--- src/rtl/bcsa_err_recovery.sv ---
// rtl/bcsa_err_recovery.sv - variable-latency exact repair for the block carry-speculative adder
//
// Purpose: accepts an operand pair and forms the speculative block-carry sum.
// Each mispredicted block carry-in is flagged in err_mask. When any block is
// flagged, the exact sum is rebuilt by rippling the true carry one block per
// cycle. Results are returned over a valid/ready handshake.
//
// Ports:
//   clk, rst_n                  clock (rising edge); asynchronous active-low reset
//   in_valid/in_ready           operand handshake (a_in, b_in, cin)
//   out_valid/out_ready         result handshake
//   sum_exact/cout_exact        exact a+b+cin
//   sum_approx/cout_approx      speculative sum and carry-out
//   err_mask                    bit k set = block k carry-in mispredicted (bit 0 always 0)
//   lat_cycles                  cycles from accept to out_valid
//   stat_ops/stat_errs          saturating op / errored-op counters
//
// Optional: define BCSA_STATS_EN to build the stat_ops/stat_errs counters;
// without it both outputs are tied to 0.

module bcsa_err_recovery #(
  parameter int WIDTH = 16,
  parameter int BLK   = 4
) (
  input  logic                   clk,
  input  logic                   rst_n,
  input  logic                   in_valid,
  output logic                   in_ready,
  input  logic [WIDTH-1:0]       a_in,
  input  logic [WIDTH-1:0]       b_in,
  input  logic                   cin,
  output logic                   out_valid,
  input  logic                   out_ready,
  output logic [WIDTH-1:0]       sum_exact,
  output logic                   cout_exact,
  output logic [WIDTH-1:0]       sum_approx,
  output logic                   cout_approx,
  output logic [WIDTH/BLK-1:0]   err_mask,
  output logic [3:0]             lat_cycles,
  output logic [15:0]            stat_ops,
  output logic [15:0]            stat_errs
);

  localparam int NBLK = WIDTH / BLK;
  localparam int IDXW = $clog2(NBLK + 1);

  typedef enum logic [1:0] {IDLE, SPEC, FIX, DONE} state_t;

  state_t             state_q, state_d;
  logic [WIDTH-1:0]   a_q, b_q;
  logic               cin_q;
  logic [WIDTH-1:0]   sum_exact_q, sum_approx_q;
  logic               cout_exact_q, cout_approx_q;
  logic [NBLK-1:0]    err_q;
  logic [3:0]         lat_q;
  logic               out_valid_q;
  logic               carry_q;
  logic [IDXW-1:0]    idx_q;

  // Carry-out of a BLK-bit add without a wide temporary:
  // x+y overflows iff x > ~y; x+y+1 overflows iff x >= ~y.
  function automatic logic blk_carry(input logic [BLK-1:0] x, input logic [BLK-1:0] y,
                                     input logic c);
    return c ? (x >= ~y) : (x > ~y);
  endfunction

  function automatic logic [BLK-1:0] blk_sum(input logic [BLK-1:0] x, input logic [BLK-1:0] y,
                                             input logic c);
    return x + y + {{(BLK-1){1'b0}}, c};
  endfunction

  // Speculative evaluation of the registered operands.
  logic [NBLK-1:0]  spec_c, true_c, err_c;
  logic [WIDTH-1:0] approx_c;
  logic             cout_approx_c;

  always_comb begin
    spec_c        = '0;
    true_c        = '0;
    err_c         = '0;
    approx_c      = '0;
    spec_c[0]     = cin_q;
    true_c[0]     = cin_q;
    for (int k = 1; k < NBLK; k++) begin
      spec_c[k] = blk_carry(a_q[(k-1)*BLK +: BLK], b_q[(k-1)*BLK +: BLK], 1'b0);
      true_c[k] = blk_carry(a_q[(k-1)*BLK +: BLK], b_q[(k-1)*BLK +: BLK], true_c[k-1]);
      err_c[k]  = spec_c[k] ^ true_c[k];
    end
    for (int k = 0; k < NBLK; k++) begin
      approx_c[k*BLK +: BLK] = blk_sum(a_q[k*BLK +: BLK], b_q[k*BLK +: BLK], spec_c[k]);
    end
    cout_approx_c = blk_carry(a_q[WIDTH-1 -: BLK], b_q[WIDTH-1 -: BLK], spec_c[NBLK-1]);
  end

  // Block currently being repaired in FIX.
  logic [BLK-1:0] fix_a, fix_b;
  assign fix_a = a_q[idx_q*BLK +: BLK];
  assign fix_b = b_q[idx_q*BLK +: BLK];

  logic handshake;
  assign handshake = out_valid_q && out_ready;

  always_comb begin
    state_d = state_q;
    case (state_q)
      IDLE: if (in_valid) state_d = SPEC;
      SPEC: state_d = (err_c == '0) ? DONE : FIX;
      FIX:  if (idx_q == IDXW'(NBLK - 1)) state_d = DONE;
      DONE: if (handshake) state_d = IDLE;
      default: state_d = IDLE;
    endcase
  end

  always_ff @(posedge clk or negedge rst_n) begin
    if (!rst_n) begin
      state_q       <= IDLE;
      a_q           <= '0;
      b_q           <= '0;
      cin_q         <= 1'b0;
      sum_exact_q   <= '0;
      sum_approx_q  <= '0;
      cout_exact_q  <= 1'b0;
      cout_approx_q <= 1'b0;
      err_q         <= '0;
      lat_q         <= '0;
      out_valid_q   <= 1'b0;
      carry_q       <= 1'b0;
      idx_q         <= '0;
    end else begin
      state_q     <= state_d;
      // out_valid is registered one cycle after DONE is entered, which
      // gives the 2 / NBLK+1 accept-to-valid latency.
      out_valid_q <= (state_q == DONE) && !handshake;
      if (state_q != IDLE && !out_valid_q) lat_q <= lat_q + 4'd1;
      case (state_q)
        IDLE: begin
          if (in_valid) begin
            a_q   <= a_in;
            b_q   <= b_in;
            cin_q <= cin;
            lat_q <= '0;
          end
        end
        SPEC: begin
          sum_approx_q  <= approx_c;
          cout_approx_q <= cout_approx_c;
          err_q         <= err_c;
          idx_q         <= IDXW'(1);
          carry_q       <= true_c[1];
          if (err_c == '0) begin
            sum_exact_q  <= approx_c;
            cout_exact_q <= cout_approx_c;
          end else begin
            sum_exact_q[BLK-1:0] <= blk_sum(a_q[BLK-1:0], b_q[BLK-1:0], cin_q);
          end
        end
        FIX: begin
          sum_exact_q[idx_q*BLK +: BLK] <= blk_sum(fix_a, fix_b, carry_q);
          carry_q <= blk_carry(fix_a, fix_b, carry_q);
          idx_q   <= idx_q + IDXW'(1);
          if (idx_q == IDXW'(NBLK - 1)) cout_exact_q <= blk_carry(fix_a, fix_b, carry_q);
        end
        default: ;
      endcase
    end
  end

  assign in_ready    = (state_q == IDLE);
  assign out_valid   = out_valid_q;
  assign sum_exact   = sum_exact_q;
  assign cout_exact  = cout_exact_q;
  assign sum_approx  = sum_approx_q;
  assign cout_approx = cout_approx_q;
  assign err_mask    = err_q;
  assign lat_cycles  = lat_q;

`ifdef BCSA_STATS_EN
  logic [15:0] ops_q, errs_q;
  always_ff @(posedge clk or negedge rst_n) begin
    if (!rst_n) begin
      ops_q  <= '0;
      errs_q <= '0;
    end else if (handshake) begin
      if (ops_q != 16'hFFFF) ops_q <= ops_q + 16'd1;
      if (err_q != '0 && errs_q != 16'hFFFF) errs_q <= errs_q + 16'd1;
    end
  end
  assign stat_ops  = ops_q;
  assign stat_errs = errs_q;
`else
  assign stat_ops  = 16'd0;
  assign stat_errs = 16'd0;
`endif

endmodule

--- config.mk ---
export PLATFORM = sky130hd
export DESIGN_NAME = bcsa_err_recovery
export DESIGN_NICKNAME = d
export VERILOG_FILES = /design/src/rtl/bcsa_err_recovery.sv
export SDC_FILE = /design/constraint.sdc
export NUM_CORES = 1
export LEC_CHECK = 0
export ABC_AREA = 1
export ABC_CLOCK_PERIOD_IN_PS = 2600
export CAP_MARGIN = 20
export CORE_MARGIN = 4
export CORE_UTILIZATION = 44
export CTS_CLUSTER_SIZE = 20
export DETAILED_ROUTE_END_ITERATION = 12
export GPL_ROUTABILITY_DRIVEN = 0
export GPL_TIMING_DRIVEN = 1
export PLACE_DENSITY_LB_ADDON = 0.08
export SETUP_SLACK_MARGIN = 0.1
export SLEW_MARGIN = 20
export SYNTH_ARGS = -nofsm -noshare
export SYNTH_HDL_FRONTEND = slang
export SYNTH_SLANG_ARGS = --single-unit
--- constraint.sdc ---
create_clock -name clk -period 2.6 [get_ports clk]
set_clock_uncertainty 0.05 [all_clocks]
set_input_delay 0.39 -clock clk [delete_from_list [all_inputs] [get_ports clk]]
set_output_delay 0.39 -clock clk [all_outputs]
set_load 0.005 [all_outputs]
After elaboration in Yosys (flattened, before gate mapping). Index checks and enable logic that the tools add are counted. W data, S select, Z words.

Register bits: 81. Output and inout port bits: 76. Logic and storage cells: 91.

Add/sub/neg operators: 13. $lt $le $gt $ge: 10. Equality and inequality tests: 8. Shift operators: 4. Multiplexer cells: 21. Bitwise logic cells: 8. Reductions and logical operators: 13.

Operators with widths (number): $neg A5 Y34 (1); $shift A4 B34 Y16 const A (1); $shiftx A4 B34 Y16 (1); $pmux W16 S2 (1); $shiftx A16 B6 Y4 (2); $add A4 B1 Y4 (5); $add A4 B4 Y4 (5); $ge A4 B4 Y1 (5); $gt A4 B4 Y1 (5); $not A4 Y4 (5); $bwmux W16 (1); $mux W12 (1); $mux W4 (3); $mux W1 (8); $ne A2 B2 Y1 const B (4); $pmux W2 S4 (1); $mux W2 (3); $pmux W3 S2 (1); $reduce_and A3 Y1 (2); $add A4 B1 Y4 const B (1); $eq A2 B2 Y1 const B (2); $logic_not A4 Y1 (1); $pmux W1 S2 (2); $reduce_and A2 Y1 (2); other kinds (8) (14).

Depth between registers and ports, before layout.
Depth in word-level cells: 9. Gate-level depth with buffers: 17. Mapped depth without buffers: 17.

Least setup slack after synthesis. Ideal clock, no wire load.

Path kind: register -> register. Start: register idx_q[0]. End: register sum_exact_q[14] (netlist: sum_exact[14]). Data arrival time: 2.329 ns. Required time: 2.485 ns. Path slack: 0.155 ns. Cell stages (with the launch flop): 14. Path buffers: 2. Period minus slack after synthesis: 2.445 ns. Cells stage by stage: dfrtp_1 -> buf_2 -> buf_2 -> o211ai_1 -> nand2_1 -> inv_1 -> fa_1 -> inv_1 -> fa_1 -> xnor2_1 -> or2_2 -> o22ai_1 -> nand4_1 -> nand2_1.

Word-level cells in the longest chain between the ends: 6.

Ends and longest elaborated chain: start, declared (RTL line 58) `logic [IDXW-1:0] idx_q;`; start signal, assigned (RTL line 160) `idx_q <= idx_q + IDXW'(1);`; $shiftx A16 B6 Y4, on equally long branches (RTL line 97, 98); $add A4 B4 Y4 (RTL line 69) `return x + y + {{(BLK-1){1'b0}}, c};`; $add A4 B1 Y4 (RTL line 69); $shiftx A4 B34 Y16 (RTL line 158) `sum_exact_q[idx_q*BLK +: BLK] <= blk_sum(fix_a, fix_b, carry_q);`; $bwmux W16 * (RTL line 158); $pmux W16 S2 * (RTL line 135) `case (state_q)`; end signal, assigned (RTL line 151) `sum_exact_q <= approx_c;`; end signal, assigned by index (RTL line 154) `sum_exact_q[BLK-1:0] <= blk_sum(a_q[BLK-1:0], b_q[BLK-1:0], cin_q);`; end signal, assigned by index (RTL line 158); end, declared (RTL line 52) `logic [WIDTH-1:0] sum_exact_q, sum_approx_q;`.

Mark *: on every way between the ends. The rest lies on a longest branch, timed or not. A chain may end at the register's enable or synchronous reset.

Final worst setup path.
Start: register b_q[7]. End: register sum_exact_q[10] (netlist: sum_exact[10]).

Word-level cells in the longest chain between the ends: 8.

Ends and longest elaborated chain: start, declared (RTL line 50) `logic [WIDTH-1:0] a_q, b_q;`; start signal, assigned (RTL line 139) `b_q <= b_in;`; branches (longest 8 deep; another with $add A4 B4 Y4).

Several ways; the timed one is not identified. The select of a mux whose other input is x is not followed.

==> out/metrics.cfg <==
[power]
net-switching-power_uw = 4900
leakage_uw = 0.00338
sw_frac_of_total_pct = 43.7
combinationalPowerShare_pct = 66.0
intPower_uw = 6330
p_per_area_nw_per_um2 = 1640
worst_ir_drop_vdd_mv = 0.639
part_of_the_total_power_dissipated_in_sequential_elements_pct = 20.7
power_uw = 11200
power.share.clock_pct = 13.3

[synthesis]
edff_count_synth = 0
syn_area_sq_um = 5000
synthCells = 618
ys_flop_type = dfrtp_1
netlist-cell-type-count = 37
post_synthesis_area_per_instance_sq_um = 8.09
yosysWarnings = 0
synth_seq_area_share_pct = 40.5
asyncSetResetFlopFracSynth_pct = 100
ys_seq_elements = 81

[clocking]
root_buffer = clkbuf_16
cts-root-to-sink-buffers = 2
worst_setup_hold_path_clk_slew_ns = 0.06
cts.hold.buffers_added = 0
worstSkewPairLatency_ns = 0.33
cts-buffers-inserted = 9
cts_tree = done
cts.htree.levels = 3
numClockSinks = 81

[floorplanning]
pin_count = 113
dieHeight_um = 115
fp-row-count = 38
die-width_um = 115
die_area_sq_um = 13100
fp.coreArea_sq_um = 11000
initial_core_util_pct = 45.5

[worst_setup_path]
arrival_ns = 2.67
reg_to_reg_startpoint = b_q[7]$_DFFE_PN0P_
ff2ff_setup_slack_ns = 0.15
timing.critical_path.from_type = flop
path_class = flop to flop
rr_worst_depth = 13
cp_max_fo = 3
timing.critical_path.to_type = flop
cp_data_required_time_ns = 2.82
r2r_end = sum_exact[10]$_DFFE_PN0P_

[routing]
wire_per_inst_um = 15.1
drt_pre_antenna_iters = 5
post-route-drc-count = 0
routed_via_density = 4.99
final_antenna_net_count = 0
detail_route.iter0.violations = 252
vias = 4460
totalWireLength_mm = 13.5

[global_route]
first_global_vias = 4144
grt_usage_pct = 20.2
initial_antenna_violation_count = 0
first_pass_grt_wire_length_mm = 20.9
grt_start_max_net_pins = 82
grt_remaining_overflow = 0

[timing]
tightestPinTransition_ns = 0.728
finalHoldViolCount = 0
fmax_mhz = 409
grt_setup_unrepaired = true
fin_ws_ns = 0.155
setup_tns_ns = 0
slew_viol_final = 0
min_period_over_period_pct = 94.1
min_period_ns = 2.45
setup_viol_count_final = 0
slew-limit-headroom_pct = 51.4

[cells_and_area]
stdcell_area_sq_um = 6850
multi_input_area_sq_um = 2810
num-nets-final = 826
layout_commonest_cell = nand2_1
mostFrequentLayoutCells = 208 x nand2_1, 78 x clkdlybuf4s50_1, 76 x dfrtp_1, 59 x buf_4, 37 x inv_1
seq_area_sq_um = 2030
area_growth_pct = 37.0
final_layout_fill_cell_count = 967
drive_gt1_share_pct = 20.6
antenna-diode-count = 0

[placement]
port_buffers = 79
pre_cts_slack_ns = -0.00568
place.detailed.hpwl_mm = 9.88
postPlaceCellArea_sq_um = 6030

[outcome]
outcome = finished clean

[flow_run]
maxCapViolCount = 0

[hold_path]
timing.hold.worst.class = input pin to asynchronous set/reset pin

==> per-stage QoR <==
step | hold WS (ns) | util, % | std cells
finish | 0.0484 | 62.4 | 894
global route | 0.114 | 62.4 | 894
CTS | 0.224 | 59.5 | 875
detailed placement | 0.408 | 54.9 | 855
global placement | 0.407 | 54.9 | 855
floorplan | 0.0444 | - | 650
==> power groups by stage <==
stage | clock network [uW] | logic, uW | registers (uW)
floorplan | 0 | 3750 | 2250
global placement | 0 | 6170 | 2260
detailed placement | 0 | 6250 | 2270
CTS | 1510 | 6590 | 2300
global route | 1570 | 8110 | 2400
finish | 1490 | 7420 | 2320
==> cells by family (layout without fill, tap and decap cells) <==
logic type / Yosys count / after routing / synth area share, %
AND/OR/NAND/NOR: 305 / 305 / 26.2
AO/OA/AOI/OAI: 81 / 81 / 9.31
other: 1 / 33 / 0.0750
adder cells (fa/ha/maj): 40 / 40 / 11.5
flip-flops: 81 / 81 / 40.5
XOR/XNOR: 8 / 8 / 1.40
buffers and inverters: 102 / 206 / 11.0
==> layer usage <==
| metal | up-vias | wire [um] | GRT usage [%] |
|---|---|---|---|
| met3 | 23 | 730 | 2.59 |
| met5 | - | 0 | 0 |
| met2 | 149 | 6390 | 33.0 |
| met1 | 2090 | 6130 | 28.1 |
| li1 | 2198 | - | - |
| met4 | 0 | 263 | 5.94 |
==> critical path, stage by stage (launching register included) <==
cell and delay, ns:
dfrtp_1 0.43, ha_4 0.28, nand2_2 0.07, inv_2 0.04
nand2_1 0.05, nand2_1 0.05, nand2_2 0.08, inv_2 0.04
fa_2 0.38, fa_2 0.39, xnor2_2 0.16, o22ai_1 0.17
nand4_1 0.09, nand2_1 0.09
==> worst max path at each step <==
stage,from,endpoint,slack [ns]
after detailed placement,a_q[3]$_DFFE_PN0P_,sum_exact[6]$_DFFE_PN0P_,-0.006
after CTS,a_q[2]$_DFFE_PN0P_,sum_exact[6]$_DFFE_PN0P_,0.08
after global routing,idx_q[0]$_DFFE_PN0P_,sum_exact[15]$_DFFE_PN0P_,0.04
after global placement,a_q[3]$_DFFE_PN0P_,sum_exact[6]$_DFFE_PN0P_,0.02
after floorplan,idx_q[0]$_DFFE_PN0P_,sum_exact[14]$_DFFE_PN0P_,0.16
final,b_q[7]$_DFFE_PN0P_,sum_exact[10]$_DFFE_PN0P_,0.15
==> what timing repair did <==
item | in CTS | in global routing
setup buffers | 3 | 20
cloned | 1 | 0
endpoints found under the setup margin | 7 | 17
endpoints found under the hold margin | 0 | 0
pin swaps | 4 | 37
gates resized for setup | 20 | 45
==> sequential cells by signal (all words and copies together) (netlist names) <==
signal / cells
a_q: 16
b_q: 16
carry_q: 1
cin_q: 1
cout_approx: 1
cout_exact: 1
err_mask: 3
idx_q: 3
lat_cycles: 4
out_valid: 1
state_q: 2
sum_approx: 16
sum_exact: 16
==> synth_stat cells (all sizes together), types with 2 or more instances <==
library cell / n / share of area [%]
a21oi: 19 / 1.9
a31oi: 2 / 0.25
buf: 43 / 6.4
clkbuf: 9 / 0.68
clkinv: 4 / 0.40
dfrtp: 81 / 41
fa: 10 / 4.0
ha: 30 / 7.5
inv: 46 / 3.5
nand2: 217 / 17
nand3: 26 / 3.5
nand4: 15 / 1.9
nor2: 38 / 2.9
o211ai: 6 / 1.2
o21ai: 42 / 4.2
o22ai: 6 / 0.75
o32ai: 4 / 0.70
or2: 5 / 0.63
xnor2: 5 / 0.88
xor2: 3 / 0.53
==> final cells by class <==
class / instances / area share, %
timing repair buffer: 140 / 18.8
clock inverter: 6 / 1.68
multi-input combinational: 467 / 41.0
tap: 140 / 2.56
inverter: 50 / 2.83
sequential: 81 / 29.7
clock buffer: 10 / 3.49
Note: power is estimated with default switching activity, not from simulation.
